$ cat config.mk
export PLATFORM = sky130hd
export DESIGN_NAME = binary_to_ieee_flat
export DESIGN_NICKNAME = d
export VERILOG_FILES = /design/src/rtl/binary_to_ieee_if.sv /design/src/rtl/binary_to_ieee.sv /design/src/flat_wrapper.sv
export SDC_FILE = /design/constraint.sdc
export NUM_CORES = 1
export LEC_CHECK = 0
export CAP_MARGIN = 20
export CORE_MARGIN = 8
export CORE_UTILIZATION = 60
export DETAILED_ROUTE_END_ITERATION = 7
export MAX_ROUTING_LAYER = met4
export PLACE_DENSITY = 0.88
export SETUP_SLACK_MARGIN = 0.15
export SYNTH_ARGS = -nofsm -noshare
export SYNTH_HDL_FRONTEND = slang
export SYNTH_SLANG_ARGS = --single-unit
export TNS_END_PERCENT = 50
$ cat constraint.sdc
create_clock -name clk -period 8.4 [get_ports clk]
set_input_delay 1.68 -clock clk [delete_from_list [all_inputs] [get_ports clk]]
set_output_delay 1.68 -clock clk [all_outputs]
set_load 0.01 [all_outputs]
$ cat src/rtl/binary_to_ieee_if.sv
// Operand/result handshake bundle for the integer-to-float converter.
interface binary_to_ieee_if;
  localparam int unsigned DATA_W = 32;

  logic              in_valid;
  logic              in_ready;
  logic [DATA_W-1:0] in_data;
  logic              out_valid;
  logic              out_ready;
  logic [DATA_W-1:0] out_data;
  logic              busy;

  // Producer/consumer side: drives operands, takes results.
  modport master (
    output in_valid, in_data, out_ready,
    input  in_ready, out_valid, out_data, busy
  );

  // Converter side.
  modport slave (
    input  in_valid, in_data, out_ready,
    output in_ready, out_valid, out_data, busy
  );
endinterface

$ cat src/rtl/binary_to_ieee.sv
// 32-bit integer to IEEE-754 single-precision converter.
// Normalises by shifting one bit per cycle, then rounds to nearest-even.
module binary_to_ieee #(
  parameter bit SIGNED_IN = 1'b1
) (
  input logic             clk,
  input logic             rst_n,
  binary_to_ieee_if.slave bus
);

  localparam int unsigned DATA_W  = 32;
  localparam int unsigned SHIFT_W = 5;
  localparam int unsigned EXP_W   = 8;
  localparam int unsigned FRAC_W  = 23;

  typedef struct packed {
    logic              sign;
    logic [EXP_W-1:0]  exp;
    logic [FRAC_W-1:0] frac;
  } ieee_t;

  typedef enum logic [1:0] {
    IDLE  = 2'd0,
    NORM  = 2'd1,
    ROUND = 2'd2,
    DONE  = 2'd3
  } state_t;

  state_t              state_q, state_d;
  logic [DATA_W-1:0]   m_q, m_d;
  logic [SHIFT_W-1:0]  s_q, s_d;
  logic                sign_q, sign_d;
  ieee_t               res_q, res_d;
  logic                in_ready_q, in_ready_d;
  logic                out_valid_q, out_valid_d;
  logic                busy_q, busy_d;

  logic                sign_in_c;
  logic [DATA_W-1:0]   mag_in_c;
  logic                lsb_c, guard_c, sticky_c, round_up_c;
  logic [FRAC_W:0]     frac_sum_c;
  logic [EXP_W-1:0]    exp_base_c;
  ieee_t               rnd_res_c;

  // Operand sign and magnitude; negating -2^31 wraps to 0x80000000, which is the correct magnitude.
  always_comb begin
    sign_in_c = bus.in_data[DATA_W-1] & SIGNED_IN;
    mag_in_c  = sign_in_c ? (~bus.in_data + DATA_W'(1)) : bus.in_data;
  end

  // Round-to-nearest-even of the normalised magnitude; a fraction carry bumps the exponent.
  always_comb begin
    lsb_c      = m_q[8];
    guard_c    = m_q[7];
    sticky_c   = |m_q[6:0];
    round_up_c = guard_c & (sticky_c | lsb_c);
    frac_sum_c = {1'b0, m_q[DATA_W-2:8]} + (FRAC_W+1)'(round_up_c);
    exp_base_c = EXP_W'(9'd158 - 9'(s_q));
    rnd_res_c.sign = sign_q;
    rnd_res_c.exp  = frac_sum_c[FRAC_W] ? (exp_base_c + EXP_W'(1)) : exp_base_c;
    rnd_res_c.frac = frac_sum_c[FRAC_W-1:0];
  end

  // Next-state and datapath updates.
  always_comb begin
    state_d = state_q;
    m_d     = m_q;
    s_d     = s_q;
    sign_d  = sign_q;
    res_d   = res_q;

    unique case (state_q)
      IDLE: begin
        if (bus.in_valid) begin
          sign_d = sign_in_c;
          m_d    = mag_in_c;
          s_d    = '0;
          if (mag_in_c == '0) begin
            res_d   = '0;
            state_d = DONE;
          end else begin
            state_d = NORM;
          end
        end
      end
      NORM: begin
        if (m_q[DATA_W-1]) begin
          state_d = ROUND;
        end else begin
          m_d = {m_q[DATA_W-2:0], 1'b0};
          s_d = s_q + SHIFT_W'(1);
        end
      end
      ROUND: begin
        res_d   = rnd_res_c;
        state_d = DONE;
      end
      DONE: begin
        if (bus.out_ready) begin
          state_d = IDLE;
        end
      end
      default: state_d = IDLE;
    endcase
  end

  // Handshake/status outputs registered from the next state.
  always_comb begin
    in_ready_d  = (state_d == IDLE);
    out_valid_d = (state_d == DONE);
    busy_d      = (state_d != IDLE);
  end

  // State and output registers.
  always_ff @(posedge clk or negedge rst_n) begin
    if (!rst_n) begin
      state_q     <= IDLE;
      m_q         <= '0;
      s_q         <= '0;
      sign_q      <= 1'b0;
      res_q       <= '0;
      in_ready_q  <= 1'b1;
      out_valid_q <= 1'b0;
      busy_q      <= 1'b0;
    end else begin
      state_q     <= state_d;
      m_q         <= m_d;
      s_q         <= s_d;
      sign_q      <= sign_d;
      res_q       <= res_d;
      in_ready_q  <= in_ready_d;
      out_valid_q <= out_valid_d;
      busy_q      <= busy_d;
    end
  end

  assign bus.in_ready  = in_ready_q;
  assign bus.out_valid = out_valid_q;
  assign bus.out_data  = res_q;
  assign bus.busy      = busy_q;

endmodule
$ cat src/flat_wrapper.sv
// flat-port wrapper written by rule: the top's interface ports become plain ports
module binary_to_ieee_flat 
#(
  parameter bit SIGNED_IN = 1'b1
)
  (clk, rst_n, bus_in_valid, bus_in_data, bus_out_ready, bus_in_ready, bus_out_valid, bus_out_data, bus_busy);
  binary_to_ieee_if bus_i ();
  input logic clk;
  input logic rst_n;
  input wire logic [$bits(bus_i.in_valid)-1:0] bus_in_valid;
  input wire logic [$bits(bus_i.in_data)-1:0] bus_in_data;
  input wire logic [$bits(bus_i.out_ready)-1:0] bus_out_ready;
  output wire logic [$bits(bus_i.in_ready)-1:0] bus_in_ready;
  output wire logic [$bits(bus_i.out_valid)-1:0] bus_out_valid;
  output wire logic [$bits(bus_i.out_data)-1:0] bus_out_data;
  output wire logic [$bits(bus_i.busy)-1:0] bus_busy;
  assign bus_i.in_valid = bus_in_valid;
  assign bus_i.in_data = bus_in_data;
  assign bus_i.out_ready = bus_out_ready;
  assign bus_in_ready = bus_i.in_ready;
  assign bus_out_valid = bus_i.out_valid;
  assign bus_out_data = bus_i.out_data;
  assign bus_busy = bus_i.busy;
  binary_to_ieee #(.SIGNED_IN(SIGNED_IN)) u_core (.clk(clk), .rst_n(rst_n), .bus(bus_i));
endmodule
== Word level (Yosys, flattened, before mapping) ==
Cells that the tools add are included.
W data, S select, Z words.
Storage, ports and cells
  memories: 0
  register bits: 75
  bits of input ports: 36
  ROM bits: 0
  memory bits (writable): 0
  bits in latches: 0
Cells by class
  $mul: 0
  order comparisons: 0
  bitwise logic cells: 3
  equality and inequality tests: 7
  muxes and demuxes: 16
  add/sub/neg operators: 5
  shift-type cells: 0
  divide/modulo/power cells: 0
  reductions and logical operators: 11
Operators with widths (count)
  $mux W32: 5
  $pmux W32 S2: 2
  $add A32 B1 Y32 const B: 1
  $logic_not A32 Y1: 1
  $not A32 Y32: 1
  $add A23 B1 Y24: 1
  $mux W5: 2
  $pmux W5 S2: 1
  $add A8 B1 Y8 const B: 1
  $mux W2: 4
  $mux W8: 1
  $pmux W2 S4: 1
  $sub A8 B5 Y8 const A: 1
  $reduce_or A7 Y1: 1
  $eq A2 B2 Y1 const B: 3
  $reduce_and A3 Y1: 2
  $reduce_bool A2 Y1: 3
  $add A5 B1 Y5 const B: 1
  $logic_not A2 Y1: 2
  $ne A2 B2 Y1 const B: 2
  $reduce_and A2 Y1: 2
  $eq A2 B1 Y1 const B: 1
  $ne A2 B1 Y1 const B: 1
  $and A1 B1 Y1: 1
  $or A1 B1 Y1: 1

== Depth between registers and ports, before layout ==
Gate-level depths: netlist of the first run.
  depth in word-level cells: 8
  gate-level depth with buffers: 12
  mapped depth without buffers: 10

== Least setup slack after synthesis of the first run ==
OpenSTA, ideal clock, no wires.
  kind: in2reg
  start point: input bus_in_data[8]
  end point: register u_core.res_q, in the netlist u_core.bus.out_data[10]
  setup time: 0.151 ns
  data arrival time: 4.202 ns
  path slack: 4.047 ns
  stages: 11
  data required time: 8.249 ns
  path through: buf_2 -> or4_1 -> buf_2 -> nor4_4 -> nand3_2 -> a211o_1 -> a2111oi_4 -> nand4_1 -> nor3_2 -> buf_6 -> a211oi_2
On the way
  cells in the longest elaborated chain, start to end: 6
Ends and longest elaborated chain
  start, declared: RTL line flat_wrapper.sv:11  | input wire logic [$bits(bus_i.in_data)-1:0] bus_in_data;
  $not A32 Y32: RTL line binary_to_ieee.sv:48  | mag_in_c = sign_in_c ? (~bus.in_data + DATA_W'(1)) : bus.in_data;
  $add A32 B1 Y32: RTL line binary_to_ieee.sv:48
  $mux W32 (*): RTL line binary_to_ieee.sv:48
  $logic_not A32 Y1 (*): RTL line binary_to_ieee.sv:78  | if (mag_in_c == '0) begin
  $ne A2 B1 Y1 (no source line) (*)
  $reduce_and A3 Y1 (no source line) (*)
  end signal, assigned: RTL line binary_to_ieee.sv:130  | res_q <= res_d;
  end, declared: RTL line binary_to_ieee.sv:33  | ieee_t res_q, res_d;
Mark *: on every way between the ends. The rest lies on a longest branch, timed or not.
A chain may end at the register's enable or synchronous reset.

== Final worst setup path of the first run ==
  start point: input bus_in_data[7]
  end point: register u_core.res_q, in the netlist u_core.bus.out_data[18]
Same word-level chain as after synthesis.

==> impl_metrics.env, run 1 <==
export IMPL_status="finished, final reports clean"
export IMPL_synthFlopType="dfrtp_1"
export IMPL_ctsResizeCount=0
export IMPL_grt_pass1_vias=4393
export IMPL_final_nets=647
export IMPL_stdcell_area_um2=6060
export IMPL_cp_required_ps=8590
export IMPL_critical_path_top_delay_family="simple AND/OR/NAND/NOR gates"
export IMPL_reg2regPathDepth=8
export IMPL_cts_tree="done"
export IMPL_sw_frac_of_total_pct=37.9
export IMPL_cts_hold_buf=0
export IMPL_most_common_layout_cells="74 x dfrtp_1, 69 x clkdlybuf4s50_1, 49 x o21ai_0, 48 x nand2_1, 47 x nor2_1"
export IMPL_postLayoutSetupSlackWorst_ps=3150
export IMPL_gp_congestion=0.939
export IMPL_fmax_mhz=191
export IMPL_rows=33
export IMPL_final_max_slew_viol_count=0
export IMPL_initial_utilization_pct=61.7
export IMPL_cellLeakagePower_nw=2.27
export IMPL_clockPowerShare_pct=19.8
export IMPL_crit_path_cell_trace="clkdlybuf4s50_1, nor4_1, nand4_1, or4_1, a221o_1, a32oi_1, nand4_1, nor3_4, buf_4, a211oi_2"
export IMPL_n_antenna_cell=0
export IMPL_worstHoldEndpoint="u_core.m_q[1]"
export IMPL_finalSetupViolCount=0
export IMPL_ys_seq_elements=75
export IMPL_core_area_um2=8220
export IMPL_clock_root_buffer="clkbuf_8"
export IMPL_cts_sinks=75
export IMPL_io_pins=71
export IMPL_crit_start="bus_in_data[7]"
export IMPL_worstHoldStart="u_core.m_q[0]"
export IMPL_finalSetupTns_ps=0
export IMPL_r2r_end="u_core.bus.out_data[28]"
export IMPL_worst_path_max_delay_cell="or4_1"
export IMPL_pre_cts_slack_ps=2890
export IMPL_grt_use_total_pct=24.5
export IMPL_hp_class="reg2reg"
export IMPL_worstSetupEndpointType="flop"
export IMPL_finalHoldViolations=0
export IMPL_grt_overflow=0
export IMPL_dr_total_vias=4608
export IMPL_drt_wirelength_per_cell_um=19.2
export IMPL_dr_pass1_iters=5
export IMPL_clkSlewWorstSetupHoldPaths_ps=70
export IMPL_netlist_area_um2=5070
export IMPL_clockBufferDepth=2
export IMPL_r2r_start="u_core.m_q[8]"
export IMPL_mostFrequentLayoutCell="dfrtp_1"
export IMPL_power_switching_mw=0.715
export IMPL_fin_skew_ps=10.7
export IMPL_startpoint_type="input pin"
export IMPL_synth_top_area_share_pct=36.5
export IMPL_drive_gt1_share_pct=11.4
export IMPL_rsz0062_at_grt="no"
export IMPL_dieWidth_um=108
export IMPL_whs_path_depth=2
export IMPL_antenna_found_initial=0
export IMPL_synth_cells=565
export IMPL_yosys_warnings=0
export IMPL_grt_max_degree=76
export IMPL_post_cts_buffers=0
export IMPL_finalCritPeriodShare_pct=62.5
export IMPL_dp_hpwl_um=9460
export IMPL_ir_drop_uv=118
export IMPL_placedInstanceArea_um2=5750
export IMPL_power_density_nw_per_um2=311
export IMPL_crit_fanout=30
export IMPL_arrival_ps=5440
export IMPL_max_stage_delay_ps=660
export IMPL_tightest_slew_ps=974
export IMPL_synth_top_cell_by_area="dfrtp_1"
export IMPL_r2r_slack_ps=5100
export IMPL_grt_pass1_wl_um=22400
export IMPL_async_reset_ff_share_pct=100
export IMPL_synth_nets=604
export IMPL_synth_edf_count=0
export IMPL_viasPerCell=6.42
export IMPL_synth_seq_area_share_pct=37.0
export IMPL_syn_avg_cell_area_um2=8.98
export IMPL_cpMostUsedCell="nand4_1"
export IMPL_port_buffers=70
export IMPL_cts_made_buffers=9
export IMPL_seq_power_share_pct=36.6
export IMPL_fp_dieH_um=108
export IMPL_ys_types=66
export IMPL_period_minus_slack_ps=5250
export IMPL_intPower_mw=1.17
export IMPL_drt_wl_total_um=13800
export IMPL_drv_cap=0
export IMPL_ant_nets=0
export IMPL_clock_latency_ps=350
export IMPL_drtIter0Drc=282
export IMPL_slew_headroom_pct=34.5
export IMPL_areaGrowthSynthToFinish_pct=19.4
export IMPL_ys_top_cells_by_area="dfrtp_1 36%, xor2_1 7.4%, a211oi_2 5.7%, o21ai_0 4.8%, a22oi_1 4.0%"
export IMPL_die_area_um2=11700
export IMPL_critical_path_buf_inv_count=2
export IMPL_combinationalPowerShare_pct=43.6
export IMPL_crit_type="in2reg"
export IMPL_drcViolationCount=0
export IMPL_h_tree_depth=3
cells by family (layout without fill, tap and decap cells):
family | count (synthesis) | count (layout) | synth area share, %
adders and majority gates | 3 | 3 | 0.740
DFF | 75 | 75 | 37.0
muxes | 6 | 6 | 1.26
buffers and inverters | 57 | 105 | 5.03
xor gates and xnor gates | 59 | 59 | 10.2
AOI/OAI and AO/OA | 169 | 169 | 25.6
and+or+nand+nor | 196 | 196 | 20.1
flip-flops by register name, indices dropped and copies added (netlist names):
register / count
u_core.bus.busy: 1
u_core.bus.in_ready: 1
u_core.bus.out_data: 32
u_core.bus.out_valid: 1
u_core.m_q: 32
u_core.s_q: 5
u_core.sign_q: 1
u_core.state_q: 2
area by class of cell:
type                    instances  area, um^2
multi-input cells             433        2960
clock buffers                  12         155
repair buffers                 77         768
inverters                      12        45.0
well taps                     105         131
fillers                       600        2160
flip-flops and latches         75        1880
clock inverters                 4         120
through the flow:
stage,utilization (%),total power [mW],hold WS [ps],std cells
2_1_floorplan,-,1.16,463,565
3_3_place_gp,70.0,1.44,479,701
3_5_place_dp,70.0,1.48,507,701
4_1_cts,73.4,1.88,524,717
5_1_grt,73.7,2.00,567,718
6_report,73.7,1.88,530,718
synth_stat cells, types with 4 or more instances:
master,number
a211o_1,4
a211oi_2,23
a21oi_1,12
a21oi_2,5
a22oi_1,27
and2_1,5
and3_1,5
buf_6,5
clkbuf_1,35
dfrtp_1,74
inv_1,12
nand2_1,48
nand2b_1,4
nand3_1,17
nand4_1,11
nand4b_1,4
nor2_1,47
nor2b_1,6
nor3_1,10
nor4_1,14
o21ai_0,49
o31ai_1,8
o41ai_1,5
or3_1,8
xnor2_1,16
xor2_1,43
routing by layer:
layer	up-vias	routed length [um]	global-route usage, %
met1	2214	6020	32.1
met3	16	881	3.27
li1	2175	-	-
met5	-	0	-
met2	203	6680	38.7
met4	0	188	7.63
tightest hold or removal path, stage by stage, from the launching register on:
cell     delay [ps]
dfrtp_1         380
nand2_1          60
o21ai_0          60
power groups by stage:
stage | registers (mW) | clock network (mW) | logic (mW)
3_3_place_gp | 0.676 | 0 | 0.761
4_1_cts | 0.687 | 0.378 | 0.816
6_report | 0.690 | 0.374 | 0.821
3_5_place_dp | 0.689 | 0 | 0.792
5_1_grt | 0.712 | 0.395 | 0.893
2_1_floorplan | 0.673 | 0 | 0.489
worst max-delay path by stage:
stage | to | slack, ps | cells after the start
5_1_grt | u_core.bus.out_data[18] | 2850 | 10
6_report | u_core.bus.out_data[18] | 3150 | 10
4_1_cts | u_core.bus.out_data[18] | 3230 | 10
2_1_floorplan | u_core.bus.out_data[10] | 4050 | 11
3_5_place_dp | u_core.bus.out_data[19] | 2890 | 10
3_3_place_gp | u_core.bus.out_data[30] | 2970 | 10
Power figures use the tool's default switching activity.
==> run 2, diff against run 1 <==
Settings changed: CORE_UTILIZATION 60 to 56, PLACE_DENSITY 0.88 to 0.83.
Clock period 8.4 ns to 4.9 ns, I/O delays scaled along.
==> impl_metrics.env, run 2 (same netlist as run 1, synthesis figures left out) <==
export IMPL_status="finished, final reports clean"
export IMPL_pre_cts_slack_ps=362
export IMPL_use_met3_pct=3.25
export IMPL_n_fill_cell=716
export IMPL_drive_gt1_share_pct=11.9
export IMPL_post_cts_buffers=0
export IMPL_grt_pass1_wl_um=21300
export IMPL_crit_start="bus_in_data[7]"
export IMPL_drt_wl_total_um=12600
export IMPL_r2r_slack_ps=1630
export IMPL_port_buffers=70
export IMPL_most_common_layout_cells="74 x dfrtp_1, 69 x clkdlybuf4s50_1, 49 x o21ai_0, 48 x nand2_1, 47 x nor2_1"
export IMPL_arrival_ps=4440
export IMPL_ctsResizeCount=0
export IMPL_combinationalPowerShare_pct=45.1
export IMPL_grt_use_met1_pct=28.5
export IMPL_globalRouteMet2Util_pct=31.0
export IMPL_dieWidth_um=111
export IMPL_finalHoldViolations=0
export IMPL_ant_nets=0
export IMPL_stdcell_count=724
export IMPL_sw_frac_of_total_pct=39.6
export IMPL_final_max_slew_viol_count=0
export IMPL_final_nets=650
export IMPL_tightest_slew_ps=1000
export IMPL_gp_congestion=0.931
export IMPL_die_area_um2=12400
export IMPL_seq_power_share_pct=39.2
export IMPL_viasPerCell=6.25
export IMPL_worstHoldStart="u_core.m_q[1]"
export IMPL_hp_class="reg2reg"
export IMPL_placedInstanceArea_um2=5800
export IMPL_postLayoutSetupSlackWorst_ps=652
export IMPL_ir_drop_uv=211
export IMPL_dp_cells=708
export IMPL_drt_wirelength_per_cell_um=17.5
export IMPL_dp_hpwl_um=9350
export IMPL_grt_busiest_layer="met2"
export IMPL_cts_tree="done"
export IMPL_crit_type="in2reg"
export IMPL_core_area_um2=8760
export IMPL_startpoint_type="input pin"
export IMPL_power_density_nw_per_um2=500
export IMPL_clock_latency_ps=350
export IMPL_n_antenna_cell=0
export IMPL_antenna_found_initial=0
export IMPL_stdcell_area_um2=5990
export IMPL_clockBufferDepth=2
export IMPL_grt_max_degree=55
export IMPL_intPower_mw=1.81
export IMPL_grt_pass1_vias=4356
export IMPL_drcViolationCount=0
export IMPL_clock_root_buffer="clkbuf_8"
export IMPL_cts_made_buffers=9
export IMPL_power_switching_mw=1.19
export IMPL_h_tree_depth=3
export IMPL_dr_pass1_iters=5
export IMPL_mostFrequentLayoutCell="dfrtp_1"
export IMPL_drv_cap=0
export IMPL_io_pins=71
export IMPL_period_minus_slack_ps=4250
export IMPL_cellLeakagePower_nw=2.23
export IMPL_grt_overflow=0
export IMPL_initial_utilization_pct=57.9
export IMPL_fp_dieH_um=111
export IMPL_rsz0062_at_grt="no"
export IMPL_fin_skew_ps=16.3
export IMPL_rows=34
export IMPL_clockPowerShare_pct=15.7
export IMPL_crit_fanout=30
export IMPL_r2r_start="u_core.m_q[7]"
export IMPL_cts_hold_buf=0
export IMPL_drtIter0Drc=333
export IMPL_worstSetupEndpointType="flop"
export IMPL_slew_headroom_pct=32.7
export IMPL_areaGrowthSynthToFinish_pct=18.2
export IMPL_finalSetupTns_ps=0
export IMPL_finalCritPeriodShare_pct=86.7
export IMPL_finalSetupViolCount=0
export IMPL_clkSlewWorstSetupHoldPaths_ps=90
export IMPL_cp_required_ps=5090
export IMPL_grt_use_total_pct=20.8
export IMPL_dr_total_vias=4524
export IMPL_cts_sinks=75
export IMPL_fmax_mhz=235
run 2: final cells by class:
class | count | area [um^2] | area share (%)
Timing Repair Buffer | 80 | 783 | 13.1
Clock buffer | 10 | 128 | 2.13
Inverter | 12 | 45.0 | 0.751
Sequential cell | 75 | 1880 | 31.3
Multi-Input combinational cell | 433 | 2960 | 49.3
Clock inverter | 6 | 67.6 | 1.13
Tap cell | 108 | 135 | 2.25
run 2: stage by stage:
| stage | util (%) | total power, mW | hold WS (ps) |
|---|---|---|---|
| floorplan | - | 1.99 | 463 |
| detailed placement | 66.2 | 2.54 | 506 |
| global route | 68.4 | 3.21 | 535 |
| global placement | 66.2 | 2.48 | 479 |
| CTS | 68.4 | 3.02 | 528 |
| finish | 68.4 | 3.00 | 523 |
run 2: worst paths after layout:
| path | cells after the start | end |
|---|---|---|
| hold / removal | 2 | u_core.m_q[2] |
| min in group asynchronous | 1 | u_core.m_q[5] |
| setup / recovery | 11 | u_core.bus.out_data[15] |
| max in group asynchronous | 2 | u_core.bus.in_ready |
| setup reg to reg | 8 | u_core.bus.out_data[28] |
| hold reg to reg | 2 | u_core.m_q[2] |
run 2: metal layers:
layer	vias to the layer above	wire length, um	part of all wire [%]
li1	2178	-	-
met5	-	0	0
met2	182	5820	46
met4	0	135	1.1
met1	2153	5930	47
met3	11	764	6.0
run 2: critical path: stages:
cell             delay (ps)
clkdlybuf4s50_1         550
nor4_1                  590
nand4_1                 400
buf_4                   280
o21ai_0                 310
a32oi_1                 100
nor4_1                  440
nand4_1                 240
nor3_4                  230
buf_12                  260
a211oi_2                 60
run 2: power groups by stage:
stage	clock (mW)	sequential (mW)	combinational (mW)
after floorplan	0	1.15	0.839
after global placement	0	1.16	1.31
after detailed placement	0	1.19	1.35
after CTS	0.476	1.17	1.37
after global routing	0.499	1.22	1.49
final	0.469	1.18	1.35
